$ cat config.mk
export PLATFORM = sky130hd
export DESIGN_NAME = pipe_ctrl_unit_flat
export DESIGN_NICKNAME = d
export VERILOG_FILES = /design/src/rtl/pipe_ctrl_if.sv /design/src/rtl/pipe_ctrl_unit.sv /design/src/flat_wrapper.sv
export SDC_FILE = /design/constraint.sdc
export NUM_CORES = 1
export LEC_CHECK = 0
export ABC_AREA = 1
export ABC_CLOCK_PERIOD_IN_PS = 4140
export CELL_PAD_IN_SITES_DETAIL_PLACEMENT = 1
export CELL_PAD_IN_SITES_GLOBAL_PLACEMENT = 2
export CORE_MARGIN = 2
export CORE_UTILIZATION = 23
export DETAILED_ROUTE_END_ITERATION = 10
export PLACE_DENSITY_LB_ADDON = 0.1
export SYNTH_ARGS = -nofsm -noshare
export SYNTH_HDL_FRONTEND = slang
export SYNTH_SLANG_ARGS = --single-unit
$ cat constraint.sdc
create_clock -name CLK -period 4.14 [get_ports CLK]
set_input_delay 1.035 -clock CLK [delete_from_list [all_inputs] [get_ports CLK]]
set_output_delay 1.035 -clock CLK [all_outputs]
set_load 0.02 [all_outputs]
$ cat src/rtl/pipe_ctrl_if.sv
// pipe_ctrl_if: ID-side inputs and staged EX/MEM/WB control outputs of pipe_ctrl_unit
// master: core side, drives ID_IR/ID_VALID/EX_FLUSH and observes STALL and stage controls
// slave : pipe_ctrl_unit, consumes ID inputs and drives STALL and stage controls
interface pipe_ctrl_if;
  logic [31:0] ID_IR;
  logic        ID_VALID;
  logic        EX_FLUSH;
  logic        STALL;
  logic        EX_REG_WRITE;
  logic        EX_MEM_WRITE;
  logic        EX_MEM_READ;
  logic [1:0]  EX_RF_SEL;
  logic [3:0]  EX_ALU_FUN;
  logic        EX_ALU_SRCA;
  logic [1:0]  EX_ALU_SRCB;
  logic [1:0]  EX_PC_SEL;
  logic [2:0]  EX_FUNC3;
  logic [4:0]  EX_RD;
  logic        EX_ILLEGAL;
  logic        MEM_REG_WRITE;
  logic        MEM_MEM_WRITE;
  logic        MEM_MEM_READ;
  logic [1:0]  MEM_RF_SEL;
  logic [2:0]  MEM_FUNC3;
  logic [4:0]  MEM_RD;
  logic        WB_REG_WRITE;
  logic [1:0]  WB_RF_SEL;
  logic [4:0]  WB_RD;
  modport master (
    output ID_IR, ID_VALID, EX_FLUSH,
    input  STALL, EX_REG_WRITE, EX_MEM_WRITE, EX_MEM_READ, EX_RF_SEL, EX_ALU_FUN,
           EX_ALU_SRCA, EX_ALU_SRCB, EX_PC_SEL, EX_FUNC3, EX_RD, EX_ILLEGAL,
           MEM_REG_WRITE, MEM_MEM_WRITE, MEM_MEM_READ, MEM_RF_SEL, MEM_FUNC3, MEM_RD,
           WB_REG_WRITE, WB_RF_SEL, WB_RD
  );
  modport slave (
    input  ID_IR, ID_VALID, EX_FLUSH,
    output STALL, EX_REG_WRITE, EX_MEM_WRITE, EX_MEM_READ, EX_RF_SEL, EX_ALU_FUN,
           EX_ALU_SRCA, EX_ALU_SRCB, EX_PC_SEL, EX_FUNC3, EX_RD, EX_ILLEGAL,
           MEM_REG_WRITE, MEM_MEM_WRITE, MEM_MEM_READ, MEM_RF_SEL, MEM_FUNC3, MEM_RD,
           WB_REG_WRITE, WB_RF_SEL, WB_RD
  );
endinterface

$ cat src/rtl/pipe_ctrl_unit.sv
// pipe_ctrl_unit: RV32I decode, load-use stall and ID/EX, EX/MEM, MEM/WB control registers
// CLK, RST: clock and synchronous active-high reset
// p (pipe_ctrl_if.slave): ID instruction/valid/flush in; STALL and per-stage controls out
module pipe_ctrl_unit #(
  parameter bit HAZARD_EN      = 1'b1,
  parameter bit X0_WB_SUPPRESS = 1'b1,
  parameter bit ILLEGAL_BUBBLE = 1'b1
) (
  input logic         CLK,
  input logic         RST,
  pipe_ctrl_if.slave  p
);
  typedef struct packed {
    logic       reg_write;
    logic       mem_write;
    logic       mem_read;
    logic [1:0] rf_sel;
    logic [3:0] alu_fun;
    logic       srca;
    logic [1:0] srcb;
    logic [1:0] pc_sel;
    logic [2:0] func3;
    logic [4:0] rd;
    logic       illegal;
  } ex_t;
  typedef struct packed {
    logic       reg_write;
    logic       mem_write;
    logic       mem_read;
    logic [1:0] rf_sel;
    logic [2:0] func3;
    logic [4:0] rd;
  } mem_t;
  typedef struct packed {
    logic       reg_write;
    logic [1:0] rf_sel;
    logic [4:0] rd;
  } wb_t;
  ex_t  dec, ex_d, ex_q;
  mem_t mem_d, mem_q;
  wb_t  wb_d, wb_q;
  logic legal, use1, use2, stall;
  logic [6:0] op;
  logic [4:0] rd, rs1, rs2;
  logic [2:0] f3;
  logic unused_ir;
  assign op  = p.ID_IR[6:0];
  assign rd  = p.ID_IR[11:7];
  assign f3  = p.ID_IR[14:12];
  assign rs1 = p.ID_IR[19:15];
  assign rs2 = p.ID_IR[24:20];
  assign unused_ir = ^{p.ID_IR[31], p.ID_IR[29:25]};
  always_comb begin
    dec = '0;
    dec.func3 = f3;
    dec.rd = rd;
    legal = 1'b1;
    use1 = 1'b0;
    use2 = 1'b0;
    case (op)
      7'b0110011: begin
        dec.alu_fun = {p.ID_IR[30], f3};
        dec.rf_sel = 2'b11;
        dec.reg_write = 1'b1;
        use1 = 1'b1;
        use2 = 1'b1;
      end
      7'b0010011: begin
        // only shifts-right use ir[30]; an ADDI immediate bit must not turn into SUB
        dec.alu_fun = {p.ID_IR[30] & (f3 == 3'b101), f3};
        dec.srcb = 2'b01;
        dec.rf_sel = 2'b11;
        dec.reg_write = 1'b1;
        use1 = 1'b1;
      end
      7'b0000011: begin
        dec.srcb = 2'b01;
        dec.mem_read = 1'b1;
        dec.rf_sel = 2'b10;
        dec.reg_write = 1'b1;
        use1 = 1'b1;
      end
      7'b0100011: begin
        dec.srcb = 2'b10;
        dec.mem_write = 1'b1;
        use1 = 1'b1;
        use2 = 1'b1;
      end
      7'b0110111: begin
        dec.alu_fun = 4'b1001;
        dec.srca = 1'b1;
        dec.rf_sel = 2'b11;
        dec.reg_write = 1'b1;
      end
      7'b0010111: begin
        dec.srca = 1'b1;
        dec.srcb = 2'b11;
        dec.rf_sel = 2'b11;
        dec.reg_write = 1'b1;
      end
      7'b1101111: begin
        dec.pc_sel = 2'b10;
        dec.reg_write = 1'b1;
      end
      7'b1100111: begin
        dec.pc_sel = 2'b11;
        dec.srcb = 2'b01;
        dec.reg_write = 1'b1;
        use1 = 1'b1;
      end
      7'b1100011: begin
        dec.pc_sel = 2'b01;
        use1 = 1'b1;
        use2 = 1'b1;
      end
      default: legal = 1'b0;
    endcase
    if (X0_WB_SUPPRESS && rd == 5'd0) dec.reg_write = 1'b0;
  end
  assign stall = HAZARD_EN && p.ID_VALID && !p.EX_FLUSH && ex_q.mem_read && ex_q.rd != 5'd0 &&
                 ((use1 && rs1 == ex_q.rd) || (use2 && rs2 == ex_q.rd));
  always_comb begin
    ex_d = '0;
    if (!(p.EX_FLUSH || stall || !p.ID_VALID)) begin
      ex_d = legal ? dec : '0;
      ex_d.illegal = !legal && ILLEGAL_BUBBLE;
    end
    mem_d = '{ex_q.reg_write, ex_q.mem_write, ex_q.mem_read, ex_q.rf_sel, ex_q.func3, ex_q.rd};
    wb_d = '{mem_q.reg_write, mem_q.rf_sel, mem_q.rd};
  end
  always_ff @(posedge CLK) begin
    if (RST) begin
      ex_q <= '0;
      mem_q <= '0;
      wb_q <= '0;
    end else begin
      ex_q <= ex_d;
      mem_q <= mem_d;
      wb_q <= wb_d;
    end
  end
  assign p.STALL         = stall;
  assign p.EX_REG_WRITE  = ex_q.reg_write;
  assign p.EX_MEM_WRITE  = ex_q.mem_write;
  assign p.EX_MEM_READ   = ex_q.mem_read;
  assign p.EX_RF_SEL     = ex_q.rf_sel;
  assign p.EX_ALU_FUN    = ex_q.alu_fun;
  assign p.EX_ALU_SRCA   = ex_q.srca;
  assign p.EX_ALU_SRCB   = ex_q.srcb;
  assign p.EX_PC_SEL     = ex_q.pc_sel;
  assign p.EX_FUNC3      = ex_q.func3;
  assign p.EX_RD         = ex_q.rd;
  assign p.EX_ILLEGAL    = ex_q.illegal;
  assign p.MEM_REG_WRITE = mem_q.reg_write;
  assign p.MEM_MEM_WRITE = mem_q.mem_write;
  assign p.MEM_MEM_READ  = mem_q.mem_read;
  assign p.MEM_RF_SEL    = mem_q.rf_sel;
  assign p.MEM_FUNC3     = mem_q.func3;
  assign p.MEM_RD        = mem_q.rd;
  assign p.WB_REG_WRITE  = wb_q.reg_write;
  assign p.WB_RF_SEL     = wb_q.rf_sel;
  assign p.WB_RD         = wb_q.rd;
endmodule

$ cat src/flat_wrapper.sv
// flat-port wrapper written by rule: the top's interface ports become plain ports
module pipe_ctrl_unit_flat 
#(
  parameter bit HAZARD_EN      = 1'b1,
  parameter bit X0_WB_SUPPRESS = 1'b1,
  parameter bit ILLEGAL_BUBBLE = 1'b1
)
  (CLK, RST, p_ID_IR, p_ID_VALID, p_EX_FLUSH, p_STALL, p_EX_REG_WRITE, p_EX_MEM_WRITE, p_EX_MEM_READ, p_EX_RF_SEL, p_EX_ALU_FUN, p_EX_ALU_SRCA, p_EX_ALU_SRCB, p_EX_PC_SEL, p_EX_FUNC3, p_EX_RD, p_EX_ILLEGAL, p_MEM_REG_WRITE, p_MEM_MEM_WRITE, p_MEM_MEM_READ, p_MEM_RF_SEL, p_MEM_FUNC3, p_MEM_RD, p_WB_REG_WRITE, p_WB_RF_SEL, p_WB_RD);
  pipe_ctrl_if p_i ();
  input logic CLK;
  input logic RST;
  input wire logic [$bits(p_i.ID_IR)-1:0] p_ID_IR;
  input wire logic [$bits(p_i.ID_VALID)-1:0] p_ID_VALID;
  input wire logic [$bits(p_i.EX_FLUSH)-1:0] p_EX_FLUSH;
  output wire logic [$bits(p_i.STALL)-1:0] p_STALL;
  output wire logic [$bits(p_i.EX_REG_WRITE)-1:0] p_EX_REG_WRITE;
  output wire logic [$bits(p_i.EX_MEM_WRITE)-1:0] p_EX_MEM_WRITE;
  output wire logic [$bits(p_i.EX_MEM_READ)-1:0] p_EX_MEM_READ;
  output wire logic [$bits(p_i.EX_RF_SEL)-1:0] p_EX_RF_SEL;
  output wire logic [$bits(p_i.EX_ALU_FUN)-1:0] p_EX_ALU_FUN;
  output wire logic [$bits(p_i.EX_ALU_SRCA)-1:0] p_EX_ALU_SRCA;
  output wire logic [$bits(p_i.EX_ALU_SRCB)-1:0] p_EX_ALU_SRCB;
  output wire logic [$bits(p_i.EX_PC_SEL)-1:0] p_EX_PC_SEL;
  output wire logic [$bits(p_i.EX_FUNC3)-1:0] p_EX_FUNC3;
  output wire logic [$bits(p_i.EX_RD)-1:0] p_EX_RD;
  output wire logic [$bits(p_i.EX_ILLEGAL)-1:0] p_EX_ILLEGAL;
  output wire logic [$bits(p_i.MEM_REG_WRITE)-1:0] p_MEM_REG_WRITE;
  output wire logic [$bits(p_i.MEM_MEM_WRITE)-1:0] p_MEM_MEM_WRITE;
  output wire logic [$bits(p_i.MEM_MEM_READ)-1:0] p_MEM_MEM_READ;
  output wire logic [$bits(p_i.MEM_RF_SEL)-1:0] p_MEM_RF_SEL;
  output wire logic [$bits(p_i.MEM_FUNC3)-1:0] p_MEM_FUNC3;
  output wire logic [$bits(p_i.MEM_RD)-1:0] p_MEM_RD;
  output wire logic [$bits(p_i.WB_REG_WRITE)-1:0] p_WB_REG_WRITE;
  output wire logic [$bits(p_i.WB_RF_SEL)-1:0] p_WB_RF_SEL;
  output wire logic [$bits(p_i.WB_RD)-1:0] p_WB_RD;
  assign p_i.ID_IR = p_ID_IR;
  assign p_i.ID_VALID = p_ID_VALID;
  assign p_i.EX_FLUSH = p_EX_FLUSH;
  assign p_STALL = p_i.STALL;
  assign p_EX_REG_WRITE = p_i.EX_REG_WRITE;
  assign p_EX_MEM_WRITE = p_i.EX_MEM_WRITE;
  assign p_EX_MEM_READ = p_i.EX_MEM_READ;
  assign p_EX_RF_SEL = p_i.EX_RF_SEL;
  assign p_EX_ALU_FUN = p_i.EX_ALU_FUN;
  assign p_EX_ALU_SRCA = p_i.EX_ALU_SRCA;
  assign p_EX_ALU_SRCB = p_i.EX_ALU_SRCB;
  assign p_EX_PC_SEL = p_i.EX_PC_SEL;
  assign p_EX_FUNC3 = p_i.EX_FUNC3;
  assign p_EX_RD = p_i.EX_RD;
  assign p_EX_ILLEGAL = p_i.EX_ILLEGAL;
  assign p_MEM_REG_WRITE = p_i.MEM_REG_WRITE;
  assign p_MEM_MEM_WRITE = p_i.MEM_MEM_WRITE;
  assign p_MEM_MEM_READ = p_i.MEM_MEM_READ;
  assign p_MEM_RF_SEL = p_i.MEM_RF_SEL;
  assign p_MEM_FUNC3 = p_i.MEM_FUNC3;
  assign p_MEM_RD = p_i.MEM_RD;
  assign p_WB_REG_WRITE = p_i.WB_REG_WRITE;
  assign p_WB_RF_SEL = p_i.WB_RF_SEL;
  assign p_WB_RD = p_i.WB_RD;
  pipe_ctrl_unit #(.HAZARD_EN(HAZARD_EN), .X0_WB_SUPPRESS(X0_WB_SUPPRESS), .ILLEGAL_BUBBLE(ILLEGAL_BUBBLE)) u_core (.CLK(CLK), .RST(RST), .p(p_i));
endmodule
After elaboration in Yosys (flattened, before gate mapping)
Cells that the tools add are included.
Word-level totals
  register bits: 44
  input port bits: 36
  output and inout bits: 45
  word-level logic and storage cells: 69
Cells by class
  equality and inequality tests: 12
  mux-type cells: 11
  bitwise operators: 2
  reductions and logical operators: 24
Operators by type and width (count)
  $eq A7 B6 Y1 const B: 3
  $eq A7 B7 Y1 const B: 3
  $eq A7 B5 Y1 const B: 2
  $pmux W2 S3: 2
  $pmux W4 S3: 1
  $eq A5 B5 Y1: 2
  $reduce_or A3 Y1: 3
  $reduce_or A9 Y1: 1
  $reduce_or A4 Y1: 2
  $eq A7 B2 Y1 const B: 1
  $mux W1: 7
  $reduce_or A7 Y1: 1
  $logic_and A1 B1 Y1: 6
  $reduce_or A6 Y1: 1
  $logic_not A5 Y1: 1
  $reduce_bool A5 Y1: 1
  $pmux W2 S2: 1
  $reduce_or A2 Y1: 2
  $eq A3 B3 Y1 const B: 1
  $logic_not A1 Y1: 3
  $logic_or A1 B1 Y1: 3
  $and A1 B1 Y1: 1
  $not A1 Y1: 1

Logic depth before layout (Yosys ltp)
Gate-level depths: netlist of the first run.
  word-level depth: 9
  mapped depth: 12
  depth with buffers taken out: 11

Worst setup path before layout of the first run
No wires, ideal clock.
  path type: input port to output port
  start point: in p_ID_IR[3]
  end point: out p_STALL
  arrival time: 1.832 ns
  data required time: 3.105 ns
  path slack: 1.273 ns
  stages on the path: 8
  path buffers: 0
  cells stage by stage: inv_2 > nand2_1 > nor2_4 > nand2_1 > nand3b_1 > nand2_1 > nand2_2 > inv_1
Between the ends
  word-level cells in the longest chain between the ends: 6
  elaborated cells between the ends (all ways): 14
  classes of those cells: eq/ne: 6; mux: 2; reduce/logical: 6
Ends and longest elaborated chain
  start: declaration: RTL line flat_wrapper.sv:12  | input wire logic [$bits(p_i.ID_IR)-1:0] p_ID_IR;
  $eq A7 B6 Y1, or another cell as far along: RTL line pipe_ctrl_unit.sv:60  | case (op)
  $reduce_or A6 Y1 (no line) or $reduce_or A3 Y1 (tied branches)
  $mux W1: RTL line pipe_ctrl_unit.sv:60
  $logic_and A1 B1 Y1: RTL line pipe_ctrl_unit.sv:121  | ((use1 && rs1 == ex_q.rd) || (use2 && rs2 == ex_q.rd));
  $logic_or A1 B1 Y1 (*): RTL line pipe_ctrl_unit.sv:121
  $logic_and A1 B1 Y1 (*): RTL line pipe_ctrl_unit.sv:120  | assign stall = HAZARD_EN && p.ID_VALID && !p.EX_FLUSH && ex_q.mem_read && ex_q.rd != 5'd0 &&
  end: declaration: RTL line flat_wrapper.sv:15  | output wire logic [$bits(p_i.STALL)-1:0] p_STALL;
Every way passes the cells marked *; elsewhere a longest branch is shown, timed or not.

Final worst setup path of the first run
  start point: in p_ID_IR[5]
  end point: out p_STALL
The elaborated chain is that of the path after synthesis.

==> reports/results.tsv, run 1 <==
metric	value	unit
fin_crit_sh	0.8638	
multi_input_area	599.3	sq um
postCtsSetupBuffers	0	
syn_area_per_cell	8.016	sq um
total_power	0.8072	mW
cp.arrival	2.54	ns
ys_ff_latch	44	
finalNonFillerCells	390	
num_rows	31	
synth_area_leader_cell	dfxtp_1	
synth_cells	209	
hold_path.class	register to register	
synth.distinct_cells	23	
tritoncts	done	
clk_latency	0.29	ns
powerDensity	304.2	nW/um^2
postLayoutCellArea	2654	sq um
cts_buffers	5	
die_area	7983	sq um
synth_area	1675	sq um
start_kind	input port	
fp.dieH	89.35	um
io_buffers	74	
cts_root_buf	clkbuf_8	
firstDrtPassIters	4	
placed_area	2544	sq um
tightest_slew	0.3772	ns
peakVddDrop	0.1084	mV
vias	1506	
ctsHoldBuffers	0	
htreeDepth	2	
maxCapViolCount	0	
final_cell_mix	clkdlybuf4s50_1 (73), inv_1 (45), dfxtp_1 (44), nor2_1 (33), nand2_1 (29)	
clock-sinks	44	
cts.path.max_buffers	2	
yosysWarnings	0	
clk_pin_slew	0.08	ns
core_area	7137	sq um
fin_crit	3.576	ns
first_iter_violations	15	
via_per_inst	3.862	
groute.usage.overall	0.1076	
nFillCells	876	
wl	4134	um
ant_nets	0	
rsz0062_at_grt	false	
seqCellArea	880.8	sq um
synth_nets	245	
endpoint_kind	primary output	
antenna_found_initial	0	
ys_seq_area_frac	0.5258	
die_w	89.35	um
rrSetupSlack	2.36	ns
grt_max_degree	24	
grt_overflow	0	
fmax	279.6	MHz
grt_first_pass_wirelength	6644	um
gp_congestion	0.7211	
slew_viol_final	0	
diodes	0	
crit_fanout	4	
final_common_cell	clkdlybuf4s50_1	
hold_viol_final	0	
grt_pass1_vias	1451	
setup_viol	0	
critPathRequiredTime	3.11	ns
initial_core_util	0.2347	
fin_util	0.3718	
tns	0	ns
layout.nets	326	
fin_skew	0.004853	ns
run_status	finished clean	
crit_type	input port to primary output	
area_growth	58.40	%
ios	81	
p_leak	1.130	nW
routedWlPerCell	10.60	um
dp_hpwl	3390	um
slew_headroom	0.7482	
yosysTopAreaCellShare	0.5258	
post-route-drc-count	0	
place_inst	382	
drive_gt1_frac	0.1168	
synth.area.top_cells	dfxtp_1 (53%), inv_1 (10%), nor2_1 (7.4%)	
## cells in the mapped netlist
| cell | number |
|---|---|
| nand2_1 | 29 |
| o211ai_1 | 1 |
| nor2_2 | 14 |
| nand3b_1 | 1 |
| nand2_2 | 3 |
| xnor2_1 | 7 |
| nand3_1 | 2 |
| nand4_1 | 12 |
| dfxtp_1 | 44 |
| buf_6 | 1 |
| a21oi_4 | 1 |
| or2_2 | 1 |
| a21oi_1 | 2 |
| inv_2 | 2 |
| nor2_4 | 2 |
| nor3_1 | 1 |
| a31oi_1 | 1 |
| nor2_1 | 33 |
| clkbuf_1 | 2 |
| o21ai_0 | 3 |
| nand3_2 | 1 |
| inv_1 | 45 |
| o31ai_1 | 1 |
## flip-flops by register name, indices dropped and copies added (netlist names)
| name | flops |
|---|---|
| u_core.p.EX_MEM_WRITE | 1 |
| u_core.p.EX_RD | 5 |
| u_core.p.MEM_RF_SEL | 2 |
| u_core.p.EX_ALU_FUN | 4 |
| u_core.p.EX_ALU_SRCA | 1 |
| u_core.p.MEM_REG_WRITE | 1 |
| u_core.p.EX_FUNC3 | 3 |
| u_core.p.WB_REG_WRITE | 1 |
| u_core.p.MEM_RD | 5 |
| u_core.p.MEM_MEM_WRITE | 1 |
| u_core.p.EX_RF_SEL | 2 |
| u_core.p.EX_PC_SEL | 2 |
| u_core.p.EX_MEM_READ | 1 |
| u_core.p.WB_RF_SEL | 2 |
| u_core.p.EX_ILLEGAL | 1 |
| u_core.p.EX_REG_WRITE | 1 |
| u_core.p.WB_RD | 5 |
| u_core.p.MEM_MEM_READ | 1 |
| u_core.p.MEM_FUNC3 | 3 |
| u_core.p.EX_ALU_SRCB | 2 |
## worst max-delay path, cell delays in order
cell and delay, ns:
clkdlybuf4s50_1 0.53, nand2_1 0.11, nor2_2 0.17, nand2_1 0.12, nand4_1 0.11, nand2_1 0.05, nand2_1 0.07, nand2_2 0.05
inv_1 0.06, dlymetal6s2s_1 0.23
## logic make-up (layout without fill, tap and decap cells)
family | Yosys count | after routing | synth area share
AO/OA/AOI/OAI | 9 | 9 | 0.03735
XOR/XNOR | 7 | 7 | 0.03660
buffers and inverters | 50 | 132 | 0.1165
flip-flops | 44 | 44 | 0.5258
AND/OR/NAND/NOR | 99 | 99 | 0.2838
## what timing repair did
item | 4_1_cts | 5_1_grt
gates resized for setup | 0 | 1
endpoints found under the hold margin | 0 | 0
setup endpoints to repair | 0 | 1
## metrics by stage
step                      hold slack [ns]  worst slack [ns]
after floorplan                    0.5004             1.273
final                              0.4130            0.5638
after CTS                          0.4164            0.1560
after detailed placement           0.4126            0.1593
after global placement             0.4069            0.1726
after global routing               0.4412            0.3801
## area by class of cell
type | instances | area share
timing repair buffer | 77 | 0.2885
tap | 99 | 0.04668
clock buffer | 6 | 0.02735
multi-input combinational | 115 | 0.2258
clock inverter | 2 | 0.01320
sequential | 44 | 0.3319
inverter | 47 | 0.06648
## where the power goes
group / internal, mW / total, mW / switching (mW) / leakage (nW)
Combinational: 0.0360 / 0.0652 / 0.0292 / 0.720
Sequential: 0.424 / 0.424 / 0.000616 / 0.354
Clock: 0.179 / 0.317 / 0.138 / 0.0552
## final timing paths
path | from | end | depth (start not counted)
hold reg to reg | u_core.p.EX_FUNC3[2]$_SDFF_PP0_ | u_core.p.MEM_FUNC3[2]$_SDFF_PP0_ | 2
setup / recovery | p_ID_IR[5] | p_STALL | 10
setup reg to reg | u_core.p.EX_RD[0]$_SDFF_PP0_ | u_core.p.EX_PC_SEL[0]$_SDFF_PP0_ | 10
hold / removal | u_core.p.EX_FUNC3[2]$_SDFF_PP0_ | u_core.p.MEM_FUNC3[2]$_SDFF_PP0_ | 2
## layer usage
layer | wire [um] | vias up | track usage
met5 | 0 | - | 0
met4 | 66 | 0 | 0.04071
met3 | 186 | 6 | 0.02031
met2 | 2004 | 38 | 0.1852
met1 | 1876 | 681 | 0.1330
li1 | - | 781 | -
Note: power is estimated with default switching activity, not from simulation.
==> run 2: changes to the inputs <==
- CTS_CLUSTER_SIZE: unset -> 30
==> results of run 2 <==
Final layout, timing and power as in run 1 (identical DEF).
==> run 3: changes to the inputs <==
- ABC_AREA: 1 -> unset
- CORE_UTILIZATION: 23 -> 24
==> run 3 against run 2 <==
- clock skew shrank 0.0013 ns
- sequential share of layout area increased by 0.65 points
- highest routed layer unchanged
- design area is 1.9% lower
- wire length up 9.4%
- first-iteration DRC count grew 100%
==> reports/results.tsv, run 3 <==
metric	value	unit	change
run_status	finished clean		unchanged
path_common_cell	or4_1		was nand2_1
postLayoutCellArea	2603	sq um	was 2654 sq um
die_w	85.63	um	was 89.35 um
synth_area	1599	sq um	was 1675 sq um
synth.distinct_cells	29		was 23
initial_core_util	0.2504		was 0.2347
synth_cells	161		was 209
yosysWarnings	0		unchanged
drive_gt1_frac	0.1290		was 0.1168
p_seq_frac	0.508		was 0.526
die_area	7332	sq um	was 7983 sq um
endpoint_kind	primary output		unchanged
fin_crit_sh	0.9548		was 0.8638
setup_viol	0		unchanged
reg2reg_depth	6		was 10
maxCapViolCount	0		unchanged
hold_path.class	register to register		unchanged
p_leak	0.9879	nW	was 1.130 nW
critPathRequiredTime	3.11	ns	about the same
clkPwrFrac	0.402		was 0.393
firstDrtPassIters	4		unchanged
intPower	0.6493	mW	was 0.6390 mW
final_cell_mix	clkdlybuf4s50_1 (73), dfxtp_1 (44), nor2b_1 (23), nand3_1 (16), buf_4 (14)		was clkdlybuf4s50_1 (73), inv_1 (45), dfxtp_1 (44), nor2_1 (33), nand2_1 (29)
final_common_cell	clkdlybuf4s50_1		unchanged
clk_pin_slew	0.09	ns	was 0.08 ns
post-route-drc-count	0		unchanged
path_cells	clkdlybuf4s50_1 > xor2_1 > or4_1 > or4_1 > a21oi_2 > clkbuf_2		was clkdlybuf4s50_1 > nand2_1 > nor2_2 > nand2_1 > nand4_1 > nand2_1 > nand2_1 > nand2_2 > inv_1 > dlymetal6s2s_1
tightest_slew	0.7119	ns	was 0.3772 ns
finalNonFillerCells	325		was 390
io_buffers	74		unchanged
cts.path.max_buffers	2		unchanged
area_growth	62.75	%	was 58.40%
crit_fanout	2		was 4
via_per_inst	4.391		was 3.862
cts_root_buf	clkbuf_8		unchanged
path_buf_inv	2		was 3
syn_area_per_cell	9.932	sq um	was 8.016 sq um
p_sw	0.1872	mW	was 0.1682 mW
place_ws	-0.2584	ns	was 0.1593 ns
worstSetupEndpoint	p_STALL		unchanged
fin_crit	3.953	ns	was 3.576 ns
powerDensity	321.4	nW/um^2	was 304.2 nW/um^2
num_rows	29		was 31
first_iter_violations	30		was 15
slew_viol_final	0		unchanged
r2r_start	u_core.p.EX_RD[1]$_SDFF_PP0_		was u_core.p.EX_RD[0]$_SDFF_PP0_
slew_headroom	0.5236		was 0.7482
peakVddDrop	0.1192	mV	was 0.1084 mV
p_sw_frac	0.2238		was 0.2084
core_area	6386	sq um	was 7137 sq um
yosysTopAreaCellShare	0.5509		was 0.5258
routedWlPerCell	13.92	um	was 10.60 um
grt_max_degree	23		was 24
groute.usage.overall	0.1314		was 0.1076
synth_common_cells	dfxtp_1 (44), nor2b_1 (23), nand3_1 (16), nor2_1 (11), xor2_1 (8)		was inv_1 (45), dfxtp_1 (44), nor2_1 (33), nand2_1 (29), nor2_2 (14)
ios	81		unchanged
synth_edf_count	0		unchanged
rsz0062_at_grt	false		unchanged
grt_first_pass_wirelength	7541	um	was 6644 um
dp_hpwl	3613	um	was 3390 um
worstReg2RegEnd	u_core.p.EX_ALU_SRCB[0]$_SDFF_PP0_		was u_core.p.EX_PC_SEL[0]$_SDFF_PP0_
synth.area.top_cells	dfxtp_1 (55%), nor2b_1 (9.0%), nand3_1 (5.0%)		was dfxtp_1 (53%), inv_1 (10%), nor2_1 (7.4%)
tns	0	ns	unchanged
synth_nets	197		was 245
clk_latency	0.29	ns	about the same
wl	4524	um	was 4134 um
gp_congestion	0.7491		was 0.7211
critPathMaxStageDelay	0.53	ns	about the same
ant_nets	0		unchanged
fp.dieH	85.63	um	was 89.35 um
holdWs	0.4664	ns	was 0.4130 ns
fin_util	0.4075		was 0.3718
ys_ff_latch	44		unchanged
async_flop_share	0		unchanged
synthFlopType	dfxtp_1		unchanged
layout.nets	283		was 326
cpMaxStageDelayCell	or4_1		was clkdlybuf4s50_1
fmax	253.0	MHz	was 279.6 MHz
cts_buffers	5		unchanged
antenna_found_initial	0		unchanged
hold_viol_final	0		unchanged
path_delay_family	simple AND/OR/NAND/NOR gates		was buffers and inverters
cp.arrival	2.92	ns	was 2.54 ns
rrSetupSlack	1.92	ns	was 2.36 ns
tritoncts	done		unchanged
path_depth	6		was 10
clock-sinks	44		unchanged
grt_pass1_vias	1473		was 1,451
placed_area	2492	sq um	was 2544 sq um
start_kind	input port		unchanged
fin_skew	0.003595	ns	was 0.004853 ns
htreeDepth	2		unchanged
diodes	0		unchanged
total_power	0.8365	mW	was 0.8072 mW
vias	1427		was 1,506
ys_seq_area_frac	0.5509		was 0.5258
comb_power_share	0.091		was 0.081
synth_area_leader_cell	dfxtp_1		unchanged
synth.most_common_cell	dfxtp_1		was inv_1
grt_overflow	0		unchanged
place_inst	317		was 382
startpoint	p_ID_IR[17]		was p_ID_IR[5]
crit_type	input port to primary output		unchanged
layout_setup_ws	0.1873	ns	was 0.5638 ns
==> run 3: changes by cell type after synthesis, sizes merged, moves of 5 or more <==
cell   delta
inv      -42
nand2    -29
nand3    +13
nand4    -11
nor2     -33
nor2b    +23
nor3      +6
or4       +5
xnor2     -5
xor2      +8
==> run 3: cells by family after synthesis <==
family,after synthesis,share of synthesized area
buf+inv,14,0.04225
simple gates,81,0.2919
flops,44,0.5509
xor+xnor,10,0.05478
compound gates,11,0.05322
mux,1,0.007042
==> run 3: layout make-up <==
| type | count | area (sq um) |
|---|---|---|
| multi-input cells | 103 | 650.6 |
| well taps | 77 | 96.34 |
| flip-flops and latches | 44 | 880.8 |
| fillers | 747 | 3784 |
| clock inverters | 3 | 46.29 |
| inverters | 5 | 18.77 |
| clock buffers | 5 | 68.82 |
| repair buffers | 88 | 840.8 |
==> run 3: routing by layer <==
metal	vias up	routed length, um	track usage
li1	718	-	-
met1	652	2037	0.1712
met2	52	2182	0.2138
met3	5	257	0.03754
met4	0	46	0.03463
met5	-	0	0
==> run 3: what timing repair did <==
action | 4_1_cts | 5_1_grt
gates resized for setup | 1 | 2
hold buffers | 0 | 0
setup buffers | 0 | 0
pin swaps | 0 | 0
cloned | 0 | 0
endpoints found under the setup margin | 1 | 1
==> run 3: how the worst min path moves through the flow <==
stage | slack (ns) | startpoint | endpoint | cells past startpoint
after CTS | 0.46 | u_core.p.MEM_RD[0]$_SDFF_PP0_ | u_core.p.WB_RD[0]$_SDFF_PP0_ | 1
after floorplan | 0.54 | u_core.p.EX_REG_WRITE$_SDFF_PP0_ | u_core.p.MEM_REG_WRITE$_SDFF_PP0_ | 1
final | 0.47 | u_core.p.MEM_RD[0]$_SDFF_PP0_ | u_core.p.WB_RD[0]$_SDFF_PP0_ | 1
after detailed placement | 0.46 | u_core.p.MEM_RD[0]$_SDFF_PP0_ | u_core.p.WB_RD[0]$_SDFF_PP0_ | 1
after global placement | 0.45 | u_core.p.MEM_RD[3]$_SDFF_PP0_ | u_core.p.WB_RD[3]$_SDFF_PP0_ | 1
after global routing | 0.47 | u_core.p.MEM_RD[0]$_SDFF_PP0_ | u_core.p.WB_RD[0]$_SDFF_PP0_ | 1
==> run 3: power by group through the flow <==
stage / clock (mW) / combinational [mW] / sequential (mW)
final: 0.336 / 0.0757 / 0.425
after CTS: 0.347 / 0.0767 / 0.425
after global placement: 0 / 0.0752 / 0.435
after floorplan: 0 / 0.0238 / 0.436
after detailed placement: 0 / 0.0763 / 0.435
after global routing: 0.372 / 0.0835 / 0.425
